**config.mk**
```make
export PLATFORM = sky130hd
export DESIGN_NAME = mux_rr_arbiter
export DESIGN_NICKNAME = d
export VERILOG_FILES = /design/src/rtl/mux_arb_pkg.sv /design/src/rtl/mux_rr_pick.sv /design/src/rtl/mux_rr_arbiter.sv
export SDC_FILE = /design/constraint.sdc
export NUM_CORES = 1
export LEC_CHECK = 0
export ABC_AREA = 1
export CORE_ASPECT_RATIO = 1.2
export CORE_MARGIN = 8
export CORE_UTILIZATION = 48
export DETAILED_ROUTE_END_ITERATION = 7
export PLACE_DENSITY = 0.89
export SLEW_MARGIN = 20
export SYNTH_ARGS = -nofsm -noshare
export SYNTH_HDL_FRONTEND = slang
export SYNTH_SLANG_ARGS = --single-unit
```
**constraint.sdc**
```tcl
create_clock -name inClk -period 2 [get_ports inClk]
set_input_delay 0.3 -clock inClk [delete_from_list [all_inputs] [get_ports inClk]]
set_output_delay 0.3 -clock inClk [all_outputs]
set_load 0.01 [all_outputs]
```
**src/rtl/mux_arb_pkg.sv**
```systemverilog
// Shared types and sizing helpers for the round-robin mux arbiter.
package mux_arb_pkg;

   localparam int BEAT_W = 8;

   typedef enum logic {
      IDLE = 1'b0,
      BUSY = 1'b1
   } arbState_e;

   // Select width for n requesters; never narrower than one bit.
   function automatic int selW(input int n);
      return (n <= 2) ? 1 : $clog2(n);
   endfunction

endpackage

```
**src/rtl/mux_rr_pick.sv**
```systemverilog
// Rotate-priority picker: first asserted request at or after the pointer, wrapping modulo NUM_REQ.
module mux_rr_pick
   import mux_arb_pkg::*;
#(
   parameter int NUM_REQ = 4,
   localparam int SEL_W = selW(NUM_REQ)
) (
   input  logic [NUM_REQ-1:0] req,
   input  logic [SEL_W-1:0]   ptr,
   output logic               any,
   output logic [SEL_W-1:0]   index
);

   logic [SEL_W-1:0] cand;

   // Scan from the farthest offset down so the nearest match overwrites earlier ones.
   // NUM_REQ is a power of two, so the SEL_W-bit add wraps naturally.
   always_comb begin
      any   = 1'b0;
      index = '0;
      cand  = '0;
      for (int k = NUM_REQ - 1; k >= 0; k--) begin
         cand = ptr + SEL_W'(k);
         if (req[cand]) begin
            any   = 1'b1;
            index = cand;
         end
      end
   end

endmodule

```
**src/rtl/mux_rr_arbiter.sv**
```systemverilog
// Round-robin burst arbiter driving a shared N-to-1 lane mux with a valid/ready output port.
//
// state | meaning
// IDLE  | no grant; pick next requester from the rr pointer
// BUSY  | one requester granted; beats flow while inReq[outSel] stays high
module mux_rr_arbiter
   import mux_arb_pkg::*;
#(
   parameter int NUM_REQ   = 4,
   parameter int DATA_W    = 4,
   parameter int MAX_BURST = 8,
   localparam int SEL_W = selW(NUM_REQ)
) (
   input  logic                      inClk,
   input  logic                      inRstN,
   input  logic [NUM_REQ-1:0]        inReq,
   input  logic [NUM_REQ-1:0]        inLast,
   input  logic [NUM_REQ*DATA_W-1:0] inData,
   input  logic                      inReady,
   output logic [NUM_REQ-1:0]        outGrant,
   output logic [SEL_W-1:0]          outSel,
   output logic [DATA_W-1:0]         outData,
   output logic                      outValid
);

   arbState_e          stateQ, stateD;
   logic [NUM_REQ-1:0] grantQ, grantD;
   logic [SEL_W-1:0]   selQ, selD;
   logic [SEL_W-1:0]   ptrQ, ptrD;
   logic [BEAT_W-1:0]  beatQ, beatD;

   logic               pickAny;
   logic [SEL_W-1:0]   pickIdx;
   logic               accept;
   logic               lastBeat;

   mux_rr_pick #(
      .NUM_REQ (NUM_REQ)
   ) uPick (
      .req   (inReq),
      .ptr   (ptrQ),
      .any   (pickAny),
      .index (pickIdx)
   );

   assign outValid = (stateQ == BUSY) && inReq[selQ];
   assign accept   = outValid && inReady;
   assign lastBeat = inLast[selQ] || (beatQ == BEAT_W'(MAX_BURST - 1));

   always_ff @(posedge inClk) begin
      if (!inRstN) begin
         stateQ <= IDLE;
         grantQ <= '0;
         selQ   <= '0;
         ptrQ   <= '0;
         beatQ  <= '0;
      end else begin
         stateQ <= stateD;
         grantQ <= grantD;
         selQ   <= selD;
         ptrQ   <= ptrD;
         beatQ  <= beatD;
      end
   end

   always_comb begin
      stateD = stateQ;
      grantD = grantQ;
      selD   = selQ;
      ptrD   = ptrQ;
      beatD  = beatQ;
      unique case (stateQ)
         IDLE: begin
            if (pickAny) begin
               stateD = BUSY;
               grantD = NUM_REQ'(1) << pickIdx;
               selD   = pickIdx;
               beatD  = '0;
            end
         end
         BUSY: begin
            // A dropped request abandons the burst; otherwise only accepted beats advance it.
            if (!inReq[selQ] || (accept && lastBeat)) begin
               stateD = IDLE;
               grantD = '0;
               ptrD   = selQ + SEL_W'(1);
               beatD  = '0;
            end else if (accept) begin
               beatD = beatQ + BEAT_W'(1);
            end
         end
         default: begin
            stateD = IDLE;
            grantD = '0;
         end
      endcase
   end

   assign outGrant = grantQ;
   assign outSel   = selQ;
   assign outData  = inData[int'(selQ) * DATA_W +: DATA_W];

endmodule

```
==> results of run 1 <==
worst max-delay path, delay by kind of cell:
kind | cells | cell delay, ns
buffers and inverters | 2 | 0.82
AND/OR/NAND/NOR | 2 | 0.26
AO/OA/AOI/OAI | 2 | 0.14
state kept, by name, summed over array words and instances, names as in the netlist:
signal,flops
beatQ,8
outGrant,4
outSel,2
ptrQ,2
stateQ,1
final cells by class:
type / count / area share (%)
clock inverters: 1 / 0.276
repair buffers: 46 / 24.2
clock buffers: 3 / 1.24
multi-input cells: 160 / 47.1
well taps: 34 / 2.34
inverters: 25 / 5.86
flip-flops and latches: 17 / 19.0
cell usage after synthesis (2+ instances only):
cell | instances | area [µm²]
nand2_1 | 45 | 169
nor2_1 | 21 | 78.8
inv_1 | 20 | 75.1
dfxtp_1 | 17 | 340
nand3_1 | 17 | 85.1
o21ai_0 | 15 | 75.1
nand2_2 | 12 | 75.1
a21oi_1 | 11 | 55.1
a21oi_2 | 8 | 70.1
xnor2_1 | 5 | 43.8
inv_2 | 4 | 15.0
nor3_1 | 4 | 20.0
o22ai_1 | 4 | 25.0
buf_4 | 3 | 22.5
nand2_4 | 3 | 33.8
nand4_1 | 3 | 18.8
o21ai_1 | 3 | 15.0
clkbuf_1 | 2 | 7.51
o211ai_1 | 2 | 15.0
xor2_1 | 2 | 17.5
layer usage:
| layer | track usage, % | vias up | share of wire (%) |
|---|---|---|---|
| met1 | 15.1 | 650 | 41 |
| met5 | 0 | - | 0 |
| met4 | 5.10 | 0 | 1.2 |
| met3 | 1.96 | 5 | 2.4 |
| li1 | - | 765 | - |
| met2 | 31.1 | 20 | 56 |
worst paths after layout:
| check | start | endpoint | slack, ns | cells past startpoint |
|---|---|---|---|---|
| max reg2reg | ptrQ[0] | beatQ[1] | 0.24 | 10 |
| min | outGrant[0] | outGrant[0] | 0.49 | 2 |
| max | inReq[3] | outValid | 0.18 | 6 |
| min reg2reg | outGrant[0] | outGrant[0] | 0.49 | 2 |
report_power, final:
| part | leakage [µW] | switching, µW | internal, µW |
|---|---|---|---|
| Clock | 0.0000177 | 115 | 74.6 |
| Combinational | 0.000632 | 910 | 638 |
| Sequential | 0.000140 | 107 | 431 |
| Total | 0.000789 | 1130 | 1140 |
timing repair:
action,4_1_cts,5_1_grt
setup endpoints to repair,5,2
resized for setup,6,2
pin swaps,0,0
kinds of logic after synthesis:
family | share of synthesized area, %
buffers and inverters | 11.3
XOR/XNOR | 4.55
adder cells (fa/ha/maj) | 0.928
flip-flops | 25.3
AND/OR/NAND/NOR | 38.3
AO/OA/AOI/OAI | 19.6
stage by stage:
| stage | hold WS, ns | total power [µW] | area, µm² | utilization (%) |
|---|---|---|---|---|
| after floorplan | 0.438 | 1600 | 1350 | - |
| after global placement | 0.476 | 2090 | 1780 | 65.2 |
| after detailed placement | 0.476 | 2120 | 1780 | 65.2 |
| after CTS | 0.491 | 2290 | 1810 | 66.3 |
| after global routing | 0.515 | 2480 | 1820 | 66.4 |
| final | 0.495 | 2280 | 1820 | 66.4 |
==> results.py, run 1 <==
metrics = {
    "place": {
        "dp_slack_ns": -0.0883,
        "gp_congestion": 0.781,
        "io_buffers": 37,
        "dpl.hpwl_mm": 2.80,
        "dp.cells": 282,
    },
    "sta": {
        "fmax_mhz": 548,
        "setup_viol": 0,
        "finClkSkew_ns": 0.00349,
        "timing.final.crit_period_ns": 1.82,
        "tns_ns": 0,
        "rsz0062_at_grt": "false",
        "fin_crit_sh_pct": 91.2,
        "hold_violations": 0,
        "slew_headroom_pct": 69.1,
        "finalWorstSetupSlack_ns": 0.177,
        "slew_violations": 0,
        "max_slew.worst_pin.slew_ns": 0.462,
    },
    "floorplanning": {
        "io_pins": 38,
        "num_rows": 21,
        "start_util_pct": 49.3,
        "die-area_mm2": 0.00477,
        "core_mm2": 0.00273,
        "die_w_um": 64.4,
        "die_h_um": 74.0,
    },
    "global_route": {
        "grt_usage_pct": 15.2,
        "grt_overflow_total": 0,
        "grt_pass1_vias": 1397,
        "antenna_found_initial": 0,
        "grt_pass1_wl_mm": 5.95,
        "grt_start_max_net_pins": 13,
    },
    "clock_network": {
        "cts_buffers": 3,
        "clock-root-buffer": "clkbuf_4",
        "insertion_delay_ns": 0.30,
        "clk_pin_slew_ns": 0.10,
        "ctsHoldBuffers": 0,
        "post-cts-setup-buffers": 0,
        "htreeDepth": 1,
        "cts_tree": "yes",
        "cts_sinks": 17,
        "clk_path_buf_depth": 2,
    },
    "synth": {
        "ys_ff_latch": 17,
        "synth-edff-count": 0,
        "syn-num-nets": 237,
        "ys_seq_area_share_pct": 25.3,
        "synth_ff_type": "dfxtp_1",
        "ys_warn_count": 0,
        "syn_avg_cell_area_um2": 6.45,
        "syn_inst": 209,
        "synth-async-reset-ratio_pct": 0,
        "ys_types": 28,
        "mappedNetlistArea_mm2": 0.00135,
    },
    "routing": {
        "vias_per_cell": 5.03,
        "first_pass_iters": 4,
        "finalWirelength_mm": 3.49,
        "ant_nets": 0,
        "drc_errors": 0,
        "wl_per_cell_um": 12.2,
        "drtIter0Drc": 71,
        "via_count": 1440,
    },
    "power": {
        "ir_drop_uv": 743,
        "power_density_mw_per_mm2": 1250,
        "p_leak_uw": 0.000789,
    },
    "worst_setup_path": {
        "crit_type": "input pin to output port",
        "arrival_ns": 1.52,
        "cpPeakStageDelay_ns": 0.53,
        "cp-start-kind": "input pin",
        "worstPathRequired_ns": 1.70,
        "cp_cell_sequence": "clkdlybuf4s50_1 > a21oi_2 > o21ai_1 > nand2_1 > nor2_1 > dlygate4sd2_1",
        "worstPathMaxFanout": 3,
        "end_kind": "output port",
        "crit_slowest_cell": "clkdlybuf4s50_1",
    },
    "layout": {
        "final_cell_mix": "nand2_1, clkdlybuf4s50_1, nor2_1",
        "final_common_cell": "nand2_1",
        "seq_area_um2": 345,
        "layoutNonFillerInstCount": 286,
        "syn2layout_area_growth_pct": 34.7,
        "fill_cells": 246,
        "drive_gt1_share_pct": 18.7,
        "multi_input_area_um2": 855,
        "nNetsFinal": 281,
        "diodes": 0,
    },
    "min_path": {
        "hold_path.class": "register to register",
    },
    "outcome": {
        "status": "complete, no violations",
    },
    "job": {
        "maxCapViolCount": 0,
    },
}
Note: power is estimated with default switching activity, not from simulation.
==> inputs of run 2 (changes only) <==
- CTS_CLUSTER_SIZE: not set -> 20
- SETUP_SLACK_MARGIN: not set -> 0.5
==> run 2 against run 1 <==
Against the previous run: critical path type is now input pin to register; utilization up 12 points; first-iteration DRC count grew 110%; maximum frequency increased by 10%.
==> results.py, run 2 (same netlist as run 1, synthesis figures left out) <==
metrics = {
    "layout": {
        "drive_gt1_share_pct": 40.8,
        "multi_input_area_mm2": 0.00104,
        "final_common_cell": "nand2_1",
        "layoutNonFillerInstCount": 299,
        "final_cell_mix": "nand2_1, clkdlybuf4s50_1, nand2_2",
        "syn2layout_area_growth_pct": 58.2,
        "diodes": 0,
        "fill_cells": 187,
        "max_flop_register": "beatQ",
        "utilization_pct": 78.0,
        "nNetsFinal": 294,
        "largest_reg_flops": 8,
        "seq_area_um2": 358,
    },
    "clock_network": {
        "cts_buffers": 3,
        "ctsHoldBuffers": 0,
        "cts_tree": "yes",
        "clk_pin_slew_ns": 0.11,
        "clock-root-buffer": "clkbuf_4",
        "clk_path_buf_depth": 2,
        "htreeDepth": 1,
        "insertion_delay_ns": 0.31,
        "cts_sinks": 17,
    },
    "floorplanning": {
        "die-area_mm2": 0.00477,
        "die_h_um": 74.0,
        "io_pins": 38,
        "num_rows": 21,
        "core_mm2": 0.00273,
        "start_util_pct": 49.3,
        "die_w_um": 64.4,
    },
    "power": {
        "power_density_mw_per_mm2": 1360,
        "ir_drop_uv": 903,
        "p_leak_uw": 0.000919,
    },
    "routing": {
        "wl_per_cell_um": 15.4,
        "first_pass_iters": 4,
        "finalWirelength_mm": 4.60,
        "ant_nets": 0,
        "drc_errors": 0,
        "via_count": 1646,
        "drtIter0Drc": 147,
        "vias_per_cell": 5.51,
    },
    "sta": {
        "tns_ns": 0,
        "finalWorstSetupSlack_ns": 0.349,
        "slew_headroom_pct": 64.8,
        "fmax_mhz": 606,
        "timing.final.crit_period_ns": 1.65,
        "hold_violations": 0,
        "slew_violations": 0,
        "rsz0062_at_grt": "true",
        "max_slew.worst_pin.slew_ns": 0.527,
        "setup_viol": 0,
        "fin_crit_sh_pct": 82.6,
        "finClkSkew_ns": 0.00306,
    },
    "global_route": {
        "grt_start_max_net_pins": 13,
        "grt_pass1_wl_mm": 6.60,
        "antenna_found_initial": 0,
        "grt_usage_pct": 16.9,
        "grt_overflow_total": 0,
        "grt_pass1_vias": 1541,
    },
    "worst_setup_path": {
        "rrSetupSlack_ns": 0.38,
        "r2r_end": "outGrant[0]",
        "crit_type": "input pin to register",
        "worstPathRequired_ns": 2.24,
        "critPathLaunch": "inReq[3]",
        "crit_path_end": "outGrant[2]",
        "cp-start-kind": "input pin",
        "end_kind": "register",
        "worstPathMaxFanout": 3,
        "rr_worst_depth": 11,
        "r2r-start": "ptrQ[0]",
        "arrival_ns": 1.90,
    },
    "place": {
        "io_buffers": 37,
        "dp_slack_ns": -0.0813,
        "dpl.hpwl_mm": 2.76,
        "dp.cells": 283,
        "gp_congestion": 0.795,
    },
    "outcome": {
        "status": "complete, no violations",
    },
    "min_path": {
        "hold_path.class": "register to register",
    },
    "job": {
        "maxCapViolCount": 0,
    },
}
## run 2: per-stage QoR
step	hold WS, ns	instance area (µm²)	total power (µW)
global placement	0.474	1790	2090
global route	0.512	2130	3100
finish	0.493	2130	2900
CTS	0.490	1930	2460
detailed placement	0.477	1790	2100
floorplan	0.438	1350	1600
## run 2: area by class of cell
class	count	share of cell area, %
inverters	25	5.69
repair buffers	57	24.9
repair inverters	1	0.411
well taps	34	2.00
flip-flops and latches	17	16.8
multi-input cells	161	48.9
clock inverters	1	0.235
clock buffers	3	1.06
## run 2: routing by layer
metal | GRT usage, % | wire length (µm) | vias to the layer above
li1 | - | - | 798
met1 | 16.6 | 1740 | 778
met2 | 34.4 | 2550 | 60
met3 | 2.26 | 186 | 10
met4 | 7.04 | 116 | 0
met5 | 0 | 0 | -
## run 2: what timing repair did
item,in CTS,in global routing
gates cloned,1,1
buffers inserted,6,4
endpoints found under the setup margin,27,23
resized for setup,68,46
pin swaps,14,15
## run 2: worst min-delay path by stage
stage                           start           to  slack [ns]  cells past startpoint
after detailed placement  outGrant[0]  outGrant[0]        0.48                      2
after global routing      outGrant[2]  outGrant[2]        0.51                      2
after global placement    outGrant[2]  outGrant[2]        0.47                      2
after floorplan                inRstN     beatQ[7]        0.44                      2
final                     outGrant[1]  outGrant[1]        0.49                      2
after CTS                 outGrant[0]  outGrant[0]        0.49                      2
## run 2: power breakdown
part / internal, µW / total (µW) / switching, µW
Sequential: 449 / 571 / 122
Combinational: 872 / 2130 / 1260
Clock: 74.8 / 199 / 125
Total: 1400 / 2900 / 1510
## run 2: critical path, stage by stage
cell             delay (ns)
clkdlybuf4s15_1        0.25
buf_4                  0.14
inv_1                  0.07
o21ai_2                0.20
nand2_1                0.11
buf_4                  0.14
nand2_1                0.05
nand2_1                0.10
a21oi_2                0.23
nand3_1                0.15
a21oi_2                0.16
==> inputs of run 3 (changes only) <==
- CORE_UTILIZATION: 48 -> 43
- PLACE_DENSITY: 0.89 -> 0.85
- clock period: 2 -> 1.4 ns (I/O delays scaled with it)
==> run 3 against run 2 <==
Against the previous run: the run now ends with setup timing left; hold slack gained 0.011 ns; die area grew 8.9%; sequential cell count is the same; first-iteration DRC count fell by 53%; clock power is 34% higher; register-to-register slack worse by 0.56 ns; setup slack worse by 0.52 ns; wire length grew 7.0%; clock-buffer cell count increased by 1; largest cell class unchanged.
==> results.py, run 3 (same netlist as run 1, synthesis figures left out) <==
metrics = {
    "clock_network": {
        "cts_tree": "yes",
        "insertion_delay_ns": 0.29,
        "htreeDepth": 1,
        "ctsHoldBuffers": 0,
        "clk_pin_slew_ns": 0.10,
        "clk_path_buf_depth": 2,
        "cts_buffers": 3,
        "cts_sinks": 17,
        "clock-root-buffer": "clkbuf_4",
    },
    "sta": {
        "hold_violations": 0,
        "timing.final.crit_period_ns": 1.58,
        "fmax_mhz": 635,
        "slew_violations": 0,
        "slew_headroom_pct": 65.0,
        "rsz0062_at_grt": "true",
        "finClkSkew_ns": 0.00316,
        "setup_viol": 22,
        "finalWorstSetupSlack_ns": -0.176,
        "fin_crit_sh_pct": 113,
        "tns_ns": -3.05,
        "max_slew.worst_pin.slew_ns": 0.524,
    },
    "global_route": {
        "grt_pass1_vias": 1743,
        "grt_usage_pct": 18.0,
        "antenna_found_initial": 0,
        "grt_start_max_net_pins": 12,
        "grt_overflow_total": 0,
        "grt_pass1_wl_mm": 7.69,
    },
    "layout": {
        "nNetsFinal": 315,
        "largest_reg_flops": 8,
        "multi_input_area_mm2": 0.00107,
        "final_cell_mix": "buf_4, nand2_1, nand2_2",
        "seq_area_um2": 355,
        "syn2layout_area_growth_pct": 73.6,
        "final_common_cell": "buf_4",
        "stdcell_area_mm2": 0.00234,
        "fill_cells": 189,
        "diodes": 0,
        "max_flop_register": "beatQ",
        "drive_gt1_share_pct": 49.0,
    },
    "worst_setup_path": {
        "worstPathMaxFanout": 8,
        "cp-start-kind": "register",
        "arrival_ns": 1.80,
        "crit_type": "register to register",
        "end_kind": "register",
        "worstPathRequired_ns": 1.62,
    },
    "floorplanning": {
        "num_rows": 22,
        "die-area_mm2": 0.00519,
        "die_w_um": 67.1,
        "start_util_pct": 44.5,
        "io_pins": 38,
        "die_h_um": 77.3,
        "core_mm2": 0.00303,
    },
    "power": {
        "ir_drop_uv": 1660,
        "power_density_mw_per_mm2": 1980,
        "p_leak_uw": 0.00102,
    },
    "outcome": {
        "violations": "setup timing",
        "status": "finished with violations",
    },
    "routing": {
        "vias_per_cell": 5.29,
        "ant_nets": 0,
        "wl_per_cell_um": 15.3,
        "first_pass_iters": 4,
        "finalWirelength_mm": 4.92,
        "drtIter0Drc": 69,
        "drc_errors": 0,
        "via_count": 1704,
    },
    "place": {
        "placed_cell_area_mm2": 0.00193,
        "dpl.hpwl_mm": 2.89,
        "gp_congestion": 0.868,
        "io_buffers": 37,
    },
    "job": {
        "maxCapViolCount": 0,
    },
    "min_path": {
        "hold_path.class": "register to register",
    },
}
[run 3: changes by cell type in the layout (fill, tap and decap cells not counted), sizes merged]
cell           delta
buf              +25
clkinv            -2
inv               +1
dlymetal6s2s      -1
clkdlybuf4s15     +1
dlygate4sd2       -4
clkbuf            +1
[run 3: layout make-up]
class	count	area share (%)
Clock buffer	4	1.12
Inverter	25	4.87
Multi-Input combinational cell	161	45.6
Sequential cell	17	15.2
Tap cell	36	1.93
Timing Repair Buffer	78	30.9
Timing Repair inverter	1	0.481
[run 3: critical path, stage by stage (launching register included)]
cell      delay [ns]
dfxtp_4         0.39
buf_8           0.14
nand2_2         0.10
nand2_4         0.10
inv_1           0.05
nor2_1          0.14
nand2_2         0.11
nand2_8         0.13
nand2_8         0.09
clkinv_8        0.09
nor2_2          0.04
nor3_2          0.14
[run 3: worst paths after layout]
check / depth (start not counted) / slack, ns / start / endpoint
max: 11 / -0.18 / ptrQ[0] / beatQ[1]
min reg2reg: 2 / 0.50 / outGrant[0] / outGrant[0]
max reg2reg: 11 / -0.18 / ptrQ[0] / beatQ[1]
min: 2 / 0.50 / outGrant[0] / outGrant[0]
[run 3: report_power, final]
part | switching [µW] | internal (µW)
logic | 1990 | 1610
registers | 135 | 637
clock network | 156 | 111
total | 2280 | 2360
[run 3: metal layers]
layer / routed length [µm] / vias to the layer above / global-route usage [%] / share of wire (%)
met5: 0 / - / 0 / 0
met4: 141 / 0 / 6.29 / 2.9
met3: 130 / 17 / 2.18 / 2.6
met2: 2780 / 30 / 35.8 / 56
met1: 1870 / 818 / 17.7 / 38
li1: - / 839 / - / -
[run 3: through the flow]
stage	instances	setup slack (ns)	hold WS (ns)	utilization, %	total power [µW]
final	322	-0.176	0.504	77.3	4640
after global routing	322	-0.277	0.507	77.3	4960
after CTS	316	-0.110	0.498	72.6	4200
after detailed placement	299	-0.554	0.481	63.9	3350
after global placement	299	-0.531	0.462	63.9	3290
after floorplan	209	-0.00613	0.344	-	2380
[run 3: repair_timing]
action | in CTS | in global routing
buffers inserted | 10 | 6
pin swaps | 29 | 31
gates resized for setup | 95 | 34
gates cloned | 3 | 0
hold endpoints to repair | 0 | 0
setup endpoints to repair | 28 | 28
